**src/rtl/inv_shift_rows_seq.sv**
```systemverilog
// AES InvShiftRows as a handshaked block: one row rotated per cycle (ROW_SERIAL=1)
// or the whole state in a single cycle (ROW_SERIAL=0), result held until taken.
module inv_shift_rows_seq #(
    parameter int ROW_SERIAL = 1
) (
    input  logic         clk,
    input  logic         rst,
    input  logic         in_valid,
    output logic         in_ready,
    input  logic [127:0] Input,
    output logic         out_valid,
    input  logic         out_ready,
    output logic [127:0] Output,
    output logic         busy
);

    typedef enum logic [2:0] {
        IDLE,
        ROW1,
        ROW2,
        ROW3,
        DONE
    } state_t;

    state_t        state_q, state_d;
    logic [127:0]  data_q, data_d;

    // row_rot[r] is data_q with only row r rotated right by r columns
    logic [3:1][127:0] row_rot;
    logic [127:0]      full_shift;

    genvar gi, gr;
    generate
        for (gi = 0; gi < 16; gi++) begin : g_full
            localparam int R   = gi % 4;
            localparam int C   = gi / 4;
            localparam int SRC = 4 * ((C - R + 4) % 4) + R;
            assign full_shift[127-8*gi -: 8] = Input[127-8*SRC -: 8];
        end
        for (gr = 1; gr < 4; gr++) begin : g_row
            for (gi = 0; gi < 16; gi++) begin : g_byte
                localparam int R   = gi % 4;
                localparam int C   = gi / 4;
                localparam int SRC = (R == gr) ? 4 * ((C - R + 4) % 4) + R : gi;
                assign row_rot[gr][127-8*gi -: 8] = data_q[127-8*SRC -: 8];
            end
        end
    endgenerate

    always_comb begin
        state_d   = state_q;
        data_d    = data_q;
        in_ready  = 1'b0;
        out_valid = 1'b0;
        case (state_q)
            IDLE: begin
                in_ready = !rst;
                if (in_valid) begin
                    if (ROW_SERIAL != 0) begin
                        data_d  = Input;
                        state_d = ROW1;
                    end else begin
                        data_d  = full_shift;
                        state_d = DONE;
                    end
                end
            end
            ROW1: begin
                data_d  = row_rot[1];
                state_d = ROW2;
            end
            ROW2: begin
                data_d  = row_rot[2];
                state_d = ROW3;
            end
            ROW3: begin
                data_d  = row_rot[3];
                state_d = DONE;
            end
            DONE: begin
                out_valid = 1'b1;
                if (out_ready) begin
                    state_d = IDLE;
                end
            end
            default: state_d = IDLE;
        endcase
    end

    always_ff @(posedge clk) begin
        if (rst) begin
            state_q <= IDLE;
            data_q  <= '0;
        end else begin
            state_q <= state_d;
            data_q  <= data_d;
        end
    end

    assign Output = data_q;
    assign busy   = (state_q != IDLE);

endmodule

```
**config.mk**
```make
export PLATFORM = sky130hd
export DESIGN_NAME = inv_shift_rows_seq
export DESIGN_NICKNAME = d
export VERILOG_FILES = /design/src/rtl/inv_shift_rows_seq.sv
export SDC_FILE = /design/constraint.sdc
export NUM_CORES = 1
export LEC_CHECK = 0
export ABC_AREA = 1
export CAP_MARGIN = 20
export CORE_MARGIN = 2
export CORE_UTILIZATION = 43
export DETAILED_ROUTE_END_ITERATION = 10
export PLACE_DENSITY = 0.81
export SLEW_MARGIN = 5
export SYNTH_ARGS = -nofsm -noshare
export SYNTH_HDL_FRONTEND = slang
export SYNTH_SLANG_ARGS = --single-unit
```
**constraint.sdc**
```tcl
create_clock -name clk -period 1.7 [get_ports clk]
set_clock_uncertainty 0.05 [all_clocks]
set_input_delay 0.17 -clock clk [delete_from_list [all_inputs] [get_ports clk]]
set_output_delay 0.17 -clock clk [all_outputs]
set_load 0.02 [all_outputs]
```
### Word-level counts from Yosys, hierarchy flattened

Index checks and enable logic that the tools add are counted.

* flip-flop bits (word level): 131
* latch bits: 0
* bits in writable memories: 0
* bits in read-only memories: 0
* input port bits: 132
* output and inout port bits: 131
* word-level logic and storage cells: 32
* memories: 0

* $add $sub $neg: 0
* multipliers: 0
* div/mod/pow operators: 0
* $lt $le $gt $ge: 0
* equal/unequal tests: 6
* shift operators: 0
* multiplexer cells: 7
* bitwise logic cells: 3
* reductions and logical operators: 11

Operators with widths (count)
* case mux 128 bit (4 select lines): 1
* 2-to-1 mux 128 bit: 1
* case mux 3 bit (5 select lines): 1
* AND reduction 4 bit: 3
* == test 3 x 2 -> 1 bit (second input constant): 2
* 2-to-1 mux 3 bit: 2
* nonzero test 2 bit: 3
* AND reduction 5 bit: 1
* inequality test 2 bit (second input constant): 2
* == test 3 x 1 -> 1 bit (second input constant): 1
* == test 3 bit (second input constant): 1
* zero test 3 bit: 1
* inverter 1 bit: 3
* nonzero test 3 bit: 1
* 2-to-1 mux 1 bit: 2
* AND reduction 2 bit: 1
* zero test 1 bit: 1

### Longest topological paths before layout

* depth in word-level cells: 3
* mapped depth: 10
* depth with buffers taken out: 7

### Worst setup path before layout

Ideal clock, no wire load.

* kind: reg2reg
* start point: register state_q[2]
* end point: register state_q[2]
* arrival time: 1204 ps
* setup slack: 375 ps
* stages on the path, launching flop included: 6
* buffers on the path: 1
* clock period less this slack: 1325 ps
* path through: dfxtp_1 -> inv_2 -> buf_1 -> nor2_1 -> nand2_1 -> a21oi_1

* longest elaborated chain between the ends: 3
* elaborated cells between the ends (all ways): 9
* those cells by class: eq/ne: 6; mux: 1; reduce/logical: 2

Ends and longest elaborated chain
* from (decl): RTL line 25 `state_t state_q, state_d;`
* from (signal assigned): RTL line 95 `state_q <= state_d;`
* == test 3 bit or zero test 3 bit (tied branches): RTL line 55 `case (state_q)`
* inequality test 2 bit (no line)
* AND reduction 2 bit (no line)

Parallel ways exist; a longest one is shown, timed or not.
A chain may end at the register's enable or synchronous reset.

### Final worst setup path

* start point: register data_q[71], in the netlist Output[71]
* end point: output port Output[71]

RTL lines
* from (decl): RTL line 26 `logic [127:0] data_q, data_d;`
* from (signal assigned): RTL line 96 `data_q <= data_d;`
* to (decl): RTL line 13 `output logic [127:0] Output,`

No word-level cell between the ends.

==> results.md <==
- Clk sinks: 131
- Max Fanout on Critical Path: 3
- Metal-1 WL: 7640 um
- Final setup TNS: 0 ps
- CP bufs+invs: 1
- Final hold violations: 0
- Max Cap Viol: 0
- Area added between synthesis and finish: 55.6%
- Gate power share: 30.4%
- Global-route wire length before repair: 30,200 um
- Yosys top cell by area: dfxtp_1
- First-pass DRT Iterations: 5
- Largest net degree at the start of global routing: 65
- Worst Path Required: 1480 ps
- Final setup vio count: 0
- Flops & latches, synth: 131
- Crit-path cells: clkdlybuf4s50_1
- DIE AREA: 15,200 um2
- Sw frac: 31.6%
- Synth Net Count: 1,057
- R2r worst-path depth: 7
- Floorplan core area: 13,900 um2
- Top routing layer in use: met4
- Synth top area cells: dfxtp_1 (43%), nand2_1 (14%), inv_1 (8.1%)
- Die X: 123 um
- RR Startpoint: state_q[2]
- Yosys cell types: 21
- Setup Crit Path Kind: reg2out
- Maximum VDD drop: 0.000868 V
- TritonCTS clock tree: done
- Synth top area share: 42.7%
- Wire length on met3: 2060 um
- Via count: 6,653
- Clock tree buffer depth: 2
- GRT Overall Usage: 25.6%
- Syn Inst Count: 925
- Worst reg2reg endpoint: Output[74]
- Warnings, synthesis: 0
- Status: complete, no violations
- Power, Total: 10.1 mW
- Placed Area: 8990 um2
- Stages on the worst setup path: 1
- Final ANT Viol Nets: 0
- Cell Int Power: 6.94 mW
- Diode count: 0
- Initial antenna violation count: 0
- Grt ovf: 0
- Clk Latency, worst-skew pair: 420 ps
- Setup slack, reg-to-reg: 210 ps
- CTS buffer count: 17
- Pwr/cell area: 1060 nW/um2
- Share of cells above drive strength 1: 5.52%
- Non-Filler Instances: 1,357
- Pleak: 4.34 nW
- Final Cycle Share: 98.6%
- Worst path slowest cell: clkdlybuf4s50_1
- Finished Cell Area: 9550 um2
- CP Capture Type: primary output
- Syn Area/Cell: 6.63 um2
- Final HPWL DP: 13,800 um
- RSZ-0062 raised after global routing: no
- Tmin final: 1680 ps
- Std-Cell Rows: 43
- Wirelength per Cell: 14.5 um
- WL final: 19,700 um
- Critical path arrival: 1460 ps
- Fmax: 596 MHz
- # DRC: 0
- Critical Path Source: Output[71]
- PortBufs: 262
- Switching pwr: 3.20 mW
- Worst-margin pin slew: 433 ps
- CP delay by family, top: buffers and inverters
- Critical path launch point type: flop
- WL met2: 9550 um
- Gp weighted congestion: 0.848
- Die height: 123 um
- Largest stage delay, worst path: 660 ps
- Slew headroom: 71.1%
- Hold crit path type: in2reg
- Detailed Route Iter0 Violations: 440
- Critical path destination: Output[71]
- Number of global-route vias before repair: 6,138
- Io pins: 263
- Clock transition at path regs: 50 ps
- Flop pwr share: 36.1%
- H-tree Lvls: 4
- CTS Root Cell: clkbuf_16
- Clock Power Share: 33.5%
- Nets: 1,298
- Pins Over Slew Limit: 0
- DP Cell Count: 1,326
- Cell area after synthesis: 6140 um2
- Initial Util: 44.0%
- Sequential fraction of the synthesis area: 42.7%
- Drt via density: 4.90
[final cells by class]
type	instances	area, um2
Tap cell	180	225
Clock buffer	24	482
Timing Repair Buffer	289	2990
Inverter	134	505
Clock inverter	6	55.1
Sequential cell	131	2620
Multi-Input combinational cell	593	2670
Fill cell	1174	4390
[repair_timing]
item,in CTS,in global routing
setup endpoints to repair,3,11
pin swaps,0,1
resized for setup,6,10
hold buffers,0,0
setup buffers,0,1
[metrics by stage]
stage	setup WS (ps)	hold slack, ps	utilization, %
floorplan	375	288	-
global placement	140	379	64.5
detailed placement	43.1	385	64.5
CTS	0.945	315	68.3
global route	0.192	330	68.5
finish	23.2	323	68.5
[state kept, by name, summed over array words and instances (netlist names)]
name     cells
Output     128
state_q      3
[worst min-delay path by stage]
stage,from,to,slack (ps),depth (start not counted)
2_1_floorplan,out_ready,state_q[2],290,3
3_3_place_gp,Output[24],Output[24],380,2
5_1_grt,Input[30],Output[30],330,3
3_5_place_dp,Output[28],Output[28],380,2
6_report,Input[91],Output[91],320,3
4_1_cts,Input[91],Output[91],320,3
[metal layers]
metal | global-route usage [%] | vias to the layer above
met5 | 0 | -
met4 | 8.88 | 0
met3 | 10.8 | 31
met2 | 43.2 | 261
met1 | 28.9 | 2976
li1 | - | 3385
[cells in the mapped netlist (all sizes together)]
cell type and instances:
nor2 132, a21oi 66, nand2 230, clkbuf 22
inv 134, nand3 35, dfxtp 131, nand4 32
o211ai 33, buf 45, o21ai 65
[layout by cell type (no fill, tap or decap), types with 2 or more instances in the layout]
master	instances
clkbuf_1	4
inv_2	2
clkbuf_8	3
nand4_1	32
nand2_2	2
a21oi_1	66
o21ai_0	64
inv_1	131
nand3_1	34
nor2_1	131
buf_4	15
nand2_1	227
clkbuf_16	17
dlymetal6s2s_1	8
clkdlybuf4s50_1	251
o211ai_1	33
buf_12	12
dfxtp_1	130
clkinv_2	5
[logic make-up (layout without fill, tap and decap cells)]
| family | Yosys count | in the layout | share of synthesized area [%] |
|---|---|---|---|
| and+or+nand+nor | 429 | 429 | 28.6 |
| DFF | 131 | 131 | 42.7 |
| AOI/OAI and AO/OA | 164 | 164 | 14.8 |
| buffers and inverters | 201 | 453 | 13.9 |
[power groups by stage]
| stage | Combinational [mW] | Clock (mW) | Sequential (mW) |
|---|---|---|---|
| final | 3.08 | 3.40 | 3.67 |
| after global routing | 3.38 | 3.57 | 3.71 |
| after CTS | 3.09 | 3.46 | 3.67 |
| after detailed placement | 3.08 | 0 | 3.72 |
| after global placement | 3.04 | 0 | 3.71 |
| after floorplan | 1.25 | 0 | 4.13 |
Power figures use the tool's default switching activity.
